File: config.mk
export PLATFORM = sky130hd
export DESIGN_NAME = tc_timer_gen
export DESIGN_NICKNAME = d
export VERILOG_FILES = /design/src/rtl/tc_timer_gen.sv
export SDC_FILE = /design/constraint.sdc
export NUM_CORES = 1
export LEC_CHECK = 0
export BUFFER_PORTS_ARGS = -buffer_cell sky130_fd_sc_hd__buf_2
export CAP_MARGIN = 20
export CORE_MARGIN = 10
export CORE_UTILIZATION = 32
export CTS_CLUSTER_SIZE = 30
export DETAILED_ROUTE_END_ITERATION = 10
export PLACE_DENSITY = 0.53
export SLEW_MARGIN = 40
export SYNTH_ARGS = -nofsm -noshare
export SYNTH_HDL_FRONTEND = slang
export SYNTH_SLANG_ARGS = --single-unit
File: constraint.sdc
create_clock -name clk -period 3 [get_ports clk]
set_input_delay 0.3 -clock clk [delete_from_list [all_inputs] [get_ports clk]]
set_output_delay 0.3 -clock clk [all_outputs]
set_load 0.02 [all_outputs]
File: src/rtl/tc_timer_gen.sv
// tc_timer_gen: CNT_W-bit timer/counter with NCH compare channels on the 8-bit bus.
// Modes are normal, CTC and fast PWM, with a prescaled tick, W1C flags and a masked IRQ.
// Ports:
//   clk, rst (async active-low)
//   bus: write, read, addr, wdata, rdata (registered)
//   interrupt_request, oc_out[NCH]
//   ext_tick (only when TC_EXT_CLK_EN is defined)
// Option: define TC_EXT_CLK_EN to enable the synchronised external count source (CS=6/7).
module tc_timer_gen #(
  parameter int          CNT_W = 8,
  parameter int          NCH   = 2,
  parameter logic [7:0]  BASE  = 8'h24
) (
  input  logic           clk,
  input  logic           rst,
  input  logic           write,
  input  logic           read,
  input  logic [7:0]     addr,
  input  logic [7:0]     wdata,
  output logic [7:0]     rdata,
  output logic           interrupt_request,
  output logic [NCH-1:0] oc_out
`ifdef TC_EXT_CLK_EN
  ,
  input  logic           ext_tick
`endif
);

  localparam bit W16 = (CNT_W == 16);

  logic [2*NCH-1:0] r_com;
  logic [2:0]       r_cs;
  logic [1:0]       r_wgm;
  logic [CNT_W-1:0] r_tcnt;
  logic [NCH:0]     r_timsk;
  logic [NCH:0]     r_tifr;
  logic [CNT_W-1:0] r_ocr_buf [NCH];
  logic [CNT_W-1:0] r_ocr_eff [NCH];
  logic [7:0]       r_temp;
  logic [7:0]       r_rdata;
  logic [9:0]       r_pre;
  logic             r_supp;
  logic [NCH-1:0]   r_oc;

  logic [7:0]       w_off;
  logic             w_rd;
  logic             w_wr_tcnt;
  logic             w_wr_tccrb;
  logic [CNT_W-1:0] w_wval;
  logic [15:0]      w_tcnt16;
  logic [15:0]      w_ocr16 [NCH];
  logic [7:0]       w_rval;
  logic             w_tld;
  logic [7:0]       w_tval;
  logic             w_tick;
  logic             w_step;
  logic             w_pwm;
  logic [CNT_W-1:0] w_top;
  logic             w_at_top;
  logic [NCH:0]     w_set;
  logic [NCH:0]     w_clr;
  logic [NCH-1:0]   w_match;
  logic [NCH-1:0]   w_oc_nxt;
  logic [CNT_W-1:0] w_buf_nxt [NCH];
  logic [CNT_W-1:0] w_eff_nxt [NCH];

  assign w_off      = addr - BASE;
  assign w_rd       = read & ~write;
  assign w_wr_tcnt  = write && (w_off == 8'd2);
  assign w_wr_tccrb = write && (w_off == 8'd1);
  // Low-byte writes commit the TEMP high byte alongside wdata.
  assign w_wval     = CNT_W'({W16 ? r_temp : 8'h00, wdata});
  assign w_tcnt16   = 16'(r_tcnt);

  assign rdata             = r_rdata;
  assign oc_out            = r_oc;
  assign interrupt_request = |(r_tifr & r_timsk);

`ifdef TC_EXT_CLK_EN
  logic r_es1;
  logic r_es2;
  logic r_es3;

  always_ff @(posedge clk or negedge rst) begin
    if (!rst) begin
      r_es1 <= 1'b0;
      r_es2 <= 1'b0;
      r_es3 <= 1'b0;
    end else begin
      r_es1 <= ext_tick;
      r_es2 <= r_es1;
      r_es3 <= r_es2;
    end
  end
`endif

  always_comb begin
    w_tick = 1'b0;
    unique case (r_cs)
      3'd1:    w_tick = 1'b1;
      3'd2:    w_tick = &r_pre[2:0];
      3'd3:    w_tick = &r_pre[5:0];
      3'd4:    w_tick = &r_pre[7:0];
      3'd5:    w_tick = &r_pre;
`ifdef TC_EXT_CLK_EN
      3'd6:    w_tick = r_es2 & ~r_es3;
      3'd7:    w_tick = ~r_es2 & r_es3;
`endif
      default: w_tick = 1'b0;
    endcase
  end

  assign w_step   = w_tick & ~w_wr_tcnt;
  assign w_pwm    = r_wgm[1];
  assign w_top    = r_wgm[0] ? r_ocr_eff[0] : '1;
  assign w_at_top = (r_tcnt == w_top);

  always_comb begin
    for (int i = 0; i < NCH; i++) begin
      w_ocr16[i] = 16'(r_ocr_buf[i]);
    end
  end

  always_comb begin
    w_rval = 8'h00;
    w_tld  = 1'b0;
    w_tval = 8'h00;
    case (w_off)
      8'd0: w_rval = 8'(r_com);
      8'd1: w_rval = {3'b000, r_wgm, r_cs};
      8'd2: begin
        w_rval = w_tcnt16[7:0];
        w_tld  = W16;
        w_tval = w_tcnt16[15:8];
      end
      8'd3: w_rval = W16 ? r_temp : 8'h00;
      8'd4: w_rval = 8'(r_timsk);
      8'd5: w_rval = 8'(r_tifr);
      default: ;
    endcase
    for (int i = 0; i < NCH; i++) begin
      if (w_off == 8'(6 + 2*i)) begin
        w_rval = w_ocr16[i][7:0];
        w_tld  = W16;
        w_tval = w_ocr16[i][15:8];
      end
      if (w_off == 8'(7 + 2*i)) begin
        w_rval = W16 ? r_temp : 8'h00;
      end
    end
  end

  always_comb begin
    w_set    = '0;
    w_set[0] = w_step & w_at_top;
    w_clr    = (write && w_off == 8'd5) ? wdata[NCH:0] : '0;
    w_match  = '0;
    w_oc_nxt = r_oc;
    for (int i = 0; i < NCH; i++) begin
      w_buf_nxt[i] = r_ocr_buf[i];
      w_eff_nxt[i] = r_ocr_eff[i];
      if (w_step && w_at_top && w_pwm) begin
        w_eff_nxt[i] = r_ocr_buf[i];
      end
      // Leaving PWM releases the buffered value immediately.
      if (w_wr_tccrb && !wdata[4]) begin
        w_eff_nxt[i] = r_ocr_buf[i];
      end
      if (write && w_off == 8'(6 + 2*i)) begin
        w_buf_nxt[i] = w_wval;
        if (!w_pwm) begin
          w_eff_nxt[i] = w_wval;
        end
      end
      w_match[i]  = w_step && !r_supp && (r_tcnt == r_ocr_eff[i]);
      w_set[i+1]  = w_match[i];
      if (w_pwm) begin
        // Wrap beats match; a zero compare value keeps the pin at its off level.
        if (r_com[2*i+1]) begin
          if (w_step && w_at_top) begin
            w_oc_nxt[i] = (r_ocr_buf[i] != '0) ^ r_com[2*i];
          end else if (w_match[i]) begin
            w_oc_nxt[i] = r_com[2*i];
          end
        end
      end else if (w_match[i]) begin
        unique case (r_com[2*i +: 2])
          2'b01:   w_oc_nxt[i] = ~r_oc[i];
          2'b10:   w_oc_nxt[i] = 1'b0;
          2'b11:   w_oc_nxt[i] = 1'b1;
          default: ;
        endcase
      end
    end
  end

  always_ff @(posedge clk or negedge rst) begin
    if (!rst) begin
      r_com   <= '0;
      r_cs    <= '0;
      r_wgm   <= '0;
      r_tcnt  <= '0;
      r_timsk <= '0;
      r_tifr  <= '0;
      r_temp  <= '0;
      r_rdata <= '0;
      r_pre   <= '0;
      r_supp  <= 1'b0;
      r_oc    <= '0;
      for (int i = 0; i < NCH; i++) begin
        r_ocr_buf[i] <= '0;
        r_ocr_eff[i] <= '0;
      end
    end else begin
      if (write) begin
        case (w_off)
          8'd0: r_com <= wdata[2*NCH-1:0];
          8'd1: begin
            r_cs  <= wdata[2:0];
            r_wgm <= wdata[4:3];
          end
          8'd3: if (W16) r_temp <= wdata;
          8'd4: r_timsk <= wdata[NCH:0];
          default: ;
        endcase
        for (int i = 0; i < NCH; i++) begin
          if (W16 && w_off == 8'(7 + 2*i)) begin
            r_temp <= wdata;
          end
        end
      end else if (w_rd && w_tld) begin
        r_temp <= w_tval;
      end
      if (w_rd) begin
        r_rdata <= w_rval;
      end
      if (w_wr_tccrb && wdata[2:0] != r_cs) begin
        r_pre <= '0;
      end else begin
        r_pre <= r_pre + 1'b1;
      end
      if (w_wr_tcnt) begin
        r_tcnt <= w_wval;
      end else if (w_step) begin
        r_tcnt <= w_at_top ? '0 : r_tcnt + 1'b1;
      end
      if (w_wr_tcnt) begin
        r_supp <= 1'b1;
      end else if (w_tick) begin
        r_supp <= 1'b0;
      end
      r_tifr <= (r_tifr & ~w_clr) | w_set;
      r_oc   <= w_oc_nxt;
      for (int i = 0; i < NCH; i++) begin
        r_ocr_buf[i] <= w_buf_nxt[i];
        r_ocr_eff[i] <= w_eff_nxt[i];
      end
    end
  end

endmodule

== Yosys cells after proc, flatten, opt, wreduce, memory -nomap -nowiden ==
Cells that the tools add are included.
Widths: inputs -> output; s select.

* Flip-flop bits (word level): 76
* Word-level logic and storage cells: 125

* $add $sub $neg: 3
* Equality and inequality tests: 25
* Mux-type cells: 34
* Bitwise logic cells: 13
* Reduce and logical (&&, ||, !) cells: 35

{| class="wikitable"
|+ Operators by type and width
! kind !! count
|-
| $mux 8 || 16
|-
| $pmux 8 s5 || 1
|-
| $eq 8x3->1 const B || 4
|-
| $eq 8x8->1 || 3
|-
| $eq 8x4->1 const B || 2
|-
| $reduce_bool 8->1 || 2
|-
| $logic_and 1x1->1 || 12
|-
| $mux 1 || 12
|-
| $reduce_bool 2->1 || 6
|-
| $add 10x1->10 const B || 1
|-
| $mux 10 || 1
|-
| $reduce_and 10->1 || 1
|-
| $add 8x1->8 const B || 1
|-
| $eq 2x2->1 const B || 4
|-
| $eq 8x1->1 const B || 1
|-
| $eq 8x2->1 const B || 1
|-
| $logic_not 8->1 || 1
|-
| $reduce_and 4->1 || 2
|-
| $reduce_and 8->1 || 1
|-
| $reduce_bool 4->1 || 2
|-
| $sub 8x6->8 const B || 1
|-
| $and 3x3->3 || 2
|-
| $eq 3x2->1 const B || 2
|-
| $eq 3x3->1 const B || 2
|-
| 17 further kinds || 29
|}

== Depth between registers and ports, before layout ==
Gate-level depths: netlist (run 1).

* Depth in word-level cells: 11
* Mapped depth: 10
* Depth with buffers taken out: 9

== Worst setup path before layout (run 1) ==
No wires, ideal clock.

* Kind: register -> register
* Start point: reg r_pre[0]
* End point: reg r_ocr_eff[13] (netlist name)
* Arrival time: 2.150 ns
* Required time: 2.863 ns
* Slack: 0.712 ns
* Cell stages (with the launch flop): 11
* Buffers on the path: 1
* Clock period less this slack: 2.288 ns
* Cell sequence: dfrtp_1 -> ha_1 -> ha_1 -> nand3b_1 -> a21oi_1 -> a211oi_1 -> nor2_4 -> a31oi_4 -> buf_8 -> mux2i_1 -> a21oi_1

{| class="wikitable"
|+ RTL lines
! element !! line !! text
|-
| start, declared || 41 || <nowiki>logic [9:0] r_pre;</nowiki>
|-
| start signal, assigned || 240 || <nowiki>r_pre <= r_pre + 1'b1;</nowiki>
|-
| end signal, assigned by index || 256 || <nowiki>r_ocr_eff[i] <= w_eff_nxt[i];</nowiki>
|-
| end, declared || 38 || <nowiki>logic [CNT_W-1:0] r_ocr_eff [NCH];</nowiki>
|}

==> reports/qor.yml, run 1 <==
die:
  start_util_pct: 33.14
  die_w_um: 135.0
  die_y_um: 135.0
  fp.dieArea_um2: 18230
  fp-row-count: 41
  io_pins: 31
  core_um2: 12770
cts:
  post_cts_buffers: 0
  clock-root-buffer: "clkbuf_16"
  tritoncts: "yes"
  cts_max_level: 3
  clk-insertion-delay-late_ps: 330
  hold_buffers: 0
  clock-sinks: 76
  cts_buffer_depth: 2
  cts.repair.resized: 0
  cts_buffers: 9
  clkTransAtPathRegs_ps: 60
drt:
  vias_per_cell: 5.374
  met1_length_mm: 5.515
  dr_wl_met3_um: 718
  routed_wl_mm: 11.53
  drtPass1Iterations: 5
  wl_met2_mm: 5.157
  highest_layer: "met4"
  drc_errors: 0
  postRouteAntennaNets: 0
  first_iter_violations: 384
  wl_per_cell_um: 17.99
  dr_total_vias: 3445
run:
  maxCapViolCount: 0
synthesis:
  synth_top_area_cell: "dfrtp_1"
  synth_edf_count: 0
  syn_nets: 462
  yosysWarnings: 0
  yosysSeqAreaShare_pct: 44.93
  yosys.area.top_type_share_pct: 44.93
  synth-async-reset-ratio_pct: 100.0
  yosys-top-cells-count: "76 x dfrtp_1, 46 x nor2_1, 44 x a21oi_1"
  synthTopCellsByArea: "dfrtp_1 45%, mux2_2 7.4%, a21oi_1 5.2%"
  syn_area_per_cell_um2: 9.686
  synth_seq_cells: 76
  syn_inst: 437
  synth_flop_cell: "dfrtp_1"
  ys_types: 57
  yosysMostFrequentCell: "dfrtp_1"
  syn_area_um2: 4233
sta:
  finalHoldViolCount: 7
  skew_ps: 6.738
  whs_ps: -18.03
  period_needed_ps: 2602
  rsz0062_at_grt: "no"
  setup_viol: 0
  tightest_slew_ps: 710.9
  max_freq_mhz: 384.3
  finalSetupTns_ps: 0
  slew_headroom_pct: 52.60
  slew_violations: 0
  min_period_over_period_pct: 86.75
global_route:
  grt_pass1_vias: 3528
  grt-ovfl-total: 0
  grt_pass1_wl_mm: 19.09
  grt_usage_pct: 13.20
  grt_max_degree: 77
  antenna_found_initial: 0
critical_path:
  worst-setup-path-type: "flop to flop"
  critPathMaxFanout: 15
  cp_data_required_time_ps: 3190
  rrSetupSlack_ps: 400
  endpoint_kind: "flop"
  worst_setup_path_start_kind: "flop"
  cp.arrival_ps: 2790
power:
  p_per_area_nw_per_um2: 628.5
  leakagePower_nw: 2.218
  peakVddDrop_mv: 0.2610
finish:
  stdcell_area_um2: 4888
  fillCellCount: 1285
  drive_above_1_share_pct: 20.68
  syn2layout_area_growth_pct: 15.49
  antennaDiodeCount: 0
  fin_nets: 489
placement:
  place_hpwl_mm: 8.317
  io_buffers: 30
  place_congestion: 0.8491
  place_area_um2: 4571
status:
  failed_checks: "negative hold slack"
  status: "finished with violations"
hold_path:
  worst_hold_path_type: "primary input to asynchronous set/reset pin"
area by class of cell:
class | count | area, um^2 | share of cell area, %
multi-input combinational | 327 | 2181 | 44.61
sequential | 76 | 1902 | 38.90
clock buffer | 11 | 242.7 | 4.965
timing repair buffer | 41 | 239.0 | 4.889
tap | 172 | 215.2 | 4.402
clock inverter | 5 | 75.07 | 1.536
inverter | 9 | 33.78 | 0.6911
path summary, 6_finish.rpt:
kind                       startpoint            end  depth (start not counted)
hold reg to reg              r_pre[0]       r_pre[0]                          1
min in group clk             wdata[5]  r_ocr_eff[13]                          3
setup reg to reg            r_tcnt[3]   r_ocr_eff[8]                          7
setup / recovery            r_tcnt[3]   r_ocr_eff[8]                          7
max in group asynchronous         rst  r_ocr_buf[11]                          1
hold / removal                    rst       r_pre[7]                          1
critical path, stage by stage (launching register included):
cell and delay [ps]:
dfrtp_1 480, nor2b_1 180, a2111o_1 390, nor3_1 180, o21a_1 500, a31oi_4 360, mux2i_1 270, a21oi_1 90
logic make-up (layout without fill, tap and decap cells):
group                    count (synthesis)  count (layout)  synth area share [%]
buffers and inverters                   34              66                 3.665
AO/OA/AOI/OAI                          115             115                 17.03
multiplexers                            36              36                 9.341
AND/OR/NAND/NOR                        152             152                 19.63
flip-flops                              76              76                 44.93
XOR/XNOR                                19              19                 3.931
adder cells (fa/ha/maj)                  5               5                 1.478
per-stage QoR:
stage          utilization [%]  total power [mW]  setup slack [ps]  instances
4_1_cts                  38.27             3.098             402.8        641
6_report                 38.27             3.072             397.5        641
3_3_place_gp             35.75             1.908             493.1        625
2_1_floorplan                -             1.733             712.5        437
3_5_place_dp             35.78             1.929             416.5        625
5_1_grt                  38.27             3.240             156.8        641
layout by cell type, fill, tap and decap left out, drive strengths merged, types with 3 or more instances in the layout:
master  instances
nand4           4
mux2i           8
o21bai          4
clkinv          3
clkbuf         11
o22ai           3
o21ai          27
xnor2           7
and3            5
nor3b           4
nor3            7
a22oi          11
a222oi          5
a21oi          44
nand2          26
buf            41
inv             9
nor2           48
nor2b          13
dfrtp          76
mux2           28
nand3          12
a31oi           4
ha              5
nand2b          6
xor2           12
nor4           12
nor4b           5
report_power, final:
group	switching, mW	internal [mW]
Clock	0.416	0.747
Combinational	0.249	0.240
Sequential	0.239	1.18
Total	0.904	2.17
layer usage:
layer | vias up | track usage, %
met2 | 94 | 20.07
met1 | 1705 | 17.70
met5 | - | 0
met3 | 11 | 3.412
li1 | 1635 | -
met4 | 0 | 4.545
flip-flops by register name (all words and copies together) (netlist names):
signal     flops
oc_out         2
r_com          4
r_cs           3
r_ocr_buf     16
r_ocr_eff     16
r_pre         10
r_supp         1
r_tcnt         8
r_tifr         3
r_timsk        3
r_wgm          2
rdata          8
Note: power is estimated with default switching activity, not from simulation.
==> run 2, diff against run 1 <==
--- a/config.mk
+++ b/config.mk
@@ -6,12 +6,11 @@
 export NUM_CORES = 1
 export LEC_CHECK = 0
 export BUFFER_PORTS_ARGS = -buffer_cell sky130_fd_sc_hd__buf_2
-export CAP_MARGIN = 20
 export CORE_MARGIN = 10
-export CORE_UTILIZATION = 32
+export CORE_UTILIZATION = 60
 export CTS_CLUSTER_SIZE = 30
 export DETAILED_ROUTE_END_ITERATION = 10
-export PLACE_DENSITY = 0.53
+export PLACE_DENSITY = 0.84
 export SLEW_MARGIN = 40
 export SYNTH_ARGS = -nofsm -noshare
 export SYNTH_HDL_FRONTEND = slang
==> run 2 against run 1 <==
The run now ends clean. Global-route usage is 6.0 points higher. Via count is 4.9% higher. Register-to-register slack worse by 70 ps. Largest cell class unchanged.
==> reports/qor.yml, run 2 (synthesis results as in run 1) <==
critical_path:
  critPathMaxFanout: 15
  crit_buf_inv: 0
  worst_setup_path_start_kind: "flop"
  cp.arrival_ps: 2870
  endpoint_kind: "flop"
  path_cells: "ha_1 > ha_1 > nand3b_1 > a21oi_1 > a211oi_2 > nor2_4 > a31oi_4 > mux2i_1 > a21oi_1"
  cpMaxStageDelayCell: "a31oi_4"
  cp_top_family: "compound AO/OA/AOI/OAI gates"
  cp_data_required_time_ps: 3210
  worst-setup-path-type: "flop to flop"
  max_stage_delay_ps: 560
finish:
  mostFrequentLayoutCell: "dfrtp_1"
  top_regs: "r_ocr_buf: 16 flops, r_ocr_eff: 16 flops, r_pre: 10 flops"
  syn2layout_area_growth_pct: 9.961
  fin_cells: 563
  final_cell_mix: "76 x dfrtp_1, 46 x nor2_1, 44 x a21oi_1, 29 x buf_2, 28 x mux2_2"
  fin_nets: 487
  final_core_util_pct: 68.13
  stdcell_area_um2: 4654
  antennaDiodeCount: 0
  drive_above_1_share_pct: 20.34
power:
  leakagePower_nw: 2.150
  p_total_mw: 2.677
  p_per_area_nw_per_um2: 575.2
  peakVddDrop_mv: 0.3421
sta:
  min_period_over_period_pct: 88.96
  tightest_slew_ps: 673.5
  max_freq_mhz: 374.7
  finalHoldViolCount: 0
  slew_violations: 0
  finalSetupTns_ps: 0
  whs_ps: 270.6
  layout_setup_ws_ps: 331.3
  period_needed_ps: 2669
  setup_viol: 0
  slew_headroom_pct: 55.10
  skew_ps: 7.273
  rsz0062_at_grt: "no"
die:
  fp.dieArea_um2: 10810
  die_y_um: 104.0
  core_um2: 6832
  die_w_um: 104.0
  fp-row-count: 30
  io_pins: 31
  start_util_pct: 61.96
placement:
  place_inst: 546
  pre_cts_slack_ps: 410.9
  place_area_um2: 4453
  place_congestion: 0.9082
  place_hpwl_mm: 7.312
  io_buffers: 30
global_route:
  grt_pass1_wl_mm: 17.39
  met2_usage_pct: 30.77
  busiest_layer: "met2"
  grt_pass1_vias: 3523
  grtUsageMet3_pct: 4.957
  grtUsageMet1_pct: 24.41
  antenna_found_initial: 0
  grt_usage_pct: 19.22
  grt_max_degree: 77
  grt-ovfl-total: 0
status:
  status: "finished clean"
cts:
  cts_buffers: 9
  clock-sinks: 76
  clkTransAtPathRegs_ps: 80
  cts_buffer_depth: 2
  cts_max_level: 3
  cts.repair.resized: 0
  clk-insertion-delay-late_ps: 360
  clock-root-buffer: "clkbuf_8"
  tritoncts: "yes"
drt:
  postRouteAntennaNets: 0
  routed_wl_mm: 10.54
  drc_errors: 0
  first_iter_violations: 438
  vias_per_cell: 6.419
  drtPass1Iterations: 5
  wl_per_cell_um: 18.72
  dr_total_vias: 3614
run:
  maxCapViolCount: 0
hold_path:
  worst_hold_path_type: "primary input to flop"
==> run 2: path summary, 6_finish.rpt <==
kind | slack (ps) | start | cells past startpoint | to
min reg2reg | 460 | r_pre[0] | 1 | r_pre[0]
max in group asynchronous | 2010 | rst | 2 | r_ocr_eff[15]
max reg2reg | 330 | r_pre[0] | 9 | r_ocr_eff[12]
min in group asynchronous | 530 | rst | 2 | r_timsk[0]
max | 330 | r_pre[0] | 9 | r_ocr_eff[12]
min | 270 | wdata[6] | 2 | r_ocr_buf[14]
==> run 2: cell type report <==
class                      instances  area (um^2)
multi-input combinational        327         2181
fill                             519         2177
sequential                        76         1902
timing repair buffer              39        226.5
clock buffer                       9        123.9
tap                               96        120.1
clock inverter                     7        67.56
inverter                           9        33.78
==> run 2: what timing repair did <==
item	4_1_cts	5_1_grt
buffers inserted	0	0
hold buffers	1	0
hold endpoints to repair	45	0
==> run 2: per-layer routing <==
metal  vias to the layer above  wire [um]  share of wire [%]
met4                         0        243                2.3
li1                       1631          -                  -
met2                       173       4953                 47
met1                      1779       4373                 41
met5                         -          0                  0
met3                        31        969                9.2
==> run 2: worst register-to-register path, delay by kind of cell (launching register included) <==
kind	cells	cell delay (ps)
AND/OR/NAND/NOR	2	220
AO/OA/AOI/OAI	4	1180
adder cells (fa/ha/maj)	2	440
flip-flops	1	400
multiplexers	1	290
==> run 2: where the power goes <==
part	switching, mW	total (mW)	internal [mW]
registers	0.257	1.44	1.18
logic	0.242	0.474	0.233
clock network	0.386	0.767	0.381
total	0.885	2.68	1.79
==> run 3, diff against run 2 <==
--- a/config.mk
+++ b/config.mk
@@ -10,6 +10,7 @@
 export CORE_UTILIZATION = 60
 export CTS_CLUSTER_SIZE = 30
 export DETAILED_ROUTE_END_ITERATION = 10
+export MAX_ROUTING_LAYER = met4
 export PLACE_DENSITY = 0.84
 export SLEW_MARGIN = 40
 export SYNTH_ARGS = -nofsm -noshare
==> run 3 against run 2 <==
Core utilization rose by 0.26 points. Cell count unchanged. Non-clock buffer count is 1 higher. Total power grew 0.80%. Critical endpoint is now r_ocr_eff[13]. Largest power group unchanged. Highest routed layer unchanged.
==> reports/qor.yml, run 3 (synthesis results as in run 1) <==
finish:
  top_regs: "r_ocr_buf: 16 flops, r_ocr_eff: 16 flops, r_pre: 10 flops"
  fin_nets: 488
  fin_cells: 563
  area.sequential_um2: 1902
  syn2layout_area_growth_pct: 10.38
  drive_above_1_share_pct: 20.13
  multiInputGateArea_um2: 2181
  stdcell_area_um2: 4672
  fillCellCount: 551
  final_cell_mix: "76 x dfrtp_1, 46 x nor2_1, 44 x a21oi_1, 29 x buf_2, 28 x mux2_2"
  antennaDiodeCount: 0
  mostFrequentLayoutCell: "dfrtp_1"
die:
  fp-row-count: 30
  fp.dieArea_um2: 10810
  die_w_um: 104.0
  start_util_pct: 61.96
  die_y_um: 104.0
  io_pins: 31
  core_um2: 6832
critical_path:
  endpoint_kind: "flop"
  reg2reg_depth: 9
  worst_setup_path_start_kind: "flop"
  cp.arrival_ps: 2920
  cp_data_required_time_ps: 3200
  regToRegStartpoint: "r_pre[0]"
  worst-setup-path-type: "flop to flop"
  crit_start: "r_pre[0]"
  critPathMaxFanout: 15
global_route:
  antenna_found_initial: 0
  grt_pass1_vias: 3465
  grt_usage_pct: 19.70
  grt_pass1_wl_mm: 17.28
  grt-ovfl-total: 0
  grt_max_degree: 77
run:
  maxCapViolCount: 0
drt:
  dr_total_vias: 3557
  met1_length_mm: 4.484
  first_iter_violations: 389
  drc_errors: 0
  highest_layer: "met4"
  dr_wl_met3_um: 775
  routed_wl_mm: 10.44
  vias_per_cell: 6.318
  wl_met2_mm: 4.969
  postRouteAntennaNets: 0
  drtPass1Iterations: 8
  wl_per_cell_um: 18.55
placement:
  place_area_um2: 4461
  place_hpwl_mm: 7.300
  place_inst: 547
  pre_cts_slack_ps: 378.9
  io_buffers: 30
  place_congestion: 0.9087
sta:
  skew_ps: 5.919
  min_period_over_period_pct: 90.59
  period_needed_ps: 2718
  setup_viol: 0
  finalSetupTns_ps: 0
  layout_setup_ws_ps: 282.2
  slew_violations: 0
  rsz0062_at_grt: "no"
  max_freq_mhz: 367.9
  finalHoldViolCount: 0
  whs_ps: 268.7
  tightest_slew_ps: 654.9
  slew_headroom_pct: 55.21
cts:
  tritoncts: "yes"
  post_cts_buffers: 0
  cts_buffer_depth: 2
  clkTransAtPathRegs_ps: 70
  cts_max_level: 3
  clk-insertion-delay-late_ps: 350
  clock-root-buffer: "clkbuf_8"
  clock-sinks: 76
  cts_buffers: 9
status:
  status: "finished clean"
hold_path:
  holdPathStages: 3
  worst_hold_path_type: "primary input to flop"
  worstHoldStart: "wdata[6]"
power:
  peakVddDrop_mv: 0.4102
  leakagePower_nw: 2.151
  p_per_area_nw_per_um2: 577.6
[run 3: cell types whose count changed in the layout (fill, tap and decap cells not counted)]
| cell | delta |
|---|---|
| clkinvlp_4 | +1 |
| clkbuf_1 | +1 |
| clkinv_2 | -4 |
| buf_4 | +1 |
| clkinv_4 | -1 |
| clkbuf_8 | +2 |
[run 3: critical path, cell delays in order (launching register included)]
cell and delay (ps):
dfrtp_1 400, ha_1 250, ha_1 190, nand3b_1 90
a21oi_1 90, a211oi_2 460, nor2_4 150, a31oi_4 560
mux2i_1 280, a21oi_1 100
[run 3: where the power goes]
part / total, mW / switching, mW / internal (mW) / leakage [nW]
Sequential: 1.43 / 0.253 / 1.18 / 0.999
Combinational: 0.474 / 0.240 / 0.234 / 1.05
Clock: 0.792 / 0.365 / 0.427 / 0.0987
Total: 2.70 / 0.858 / 1.84 / 2.15
[run 3: repair_timing]
item | in CTS | in global routing
resized for setup | 0 | 0
hold endpoints to repair | 56 | 0
hold buffers | 1 | 0
[run 3: per-layer routing]
metal	vias up	GRT usage [%]
li1	1634	-
met4	0	6.859
met1	1743	24.31
met3	25	5.081
met2	155	30.63
met5	-	-
[run 3: path summary, 6_finish.rpt]
path	to	slack [ps]
worst max-delay path	r_ocr_eff[13]	280
worst min-delay path	r_ocr_eff[6]	270
worst max register to register	r_ocr_eff[13]	280
worst min register to register	r_pre[0]	470
max in group asynchronous	r_ocr_buf[12]	2000
min in group asynchronous	r_timsk[1]	530
[run 3: through the flow]
step	power [mW]	util, %
3_3_place_gp	1.874	65.24
6_report	2.698	68.39
3_5_place_dp	1.905	65.29
2_1_floorplan	1.733	-
5_1_grt	2.840	68.39
4_1_cts	2.700	68.39
[run 3: cell type report]
class	count	area share [%]
timing repair buffer	40	5.008
clock inverter	3	0.9909
multi-input combinational	327	46.68
inverter	9	0.7231
clock buffer	12	3.321
sequential	76	40.71
tap	96	2.571
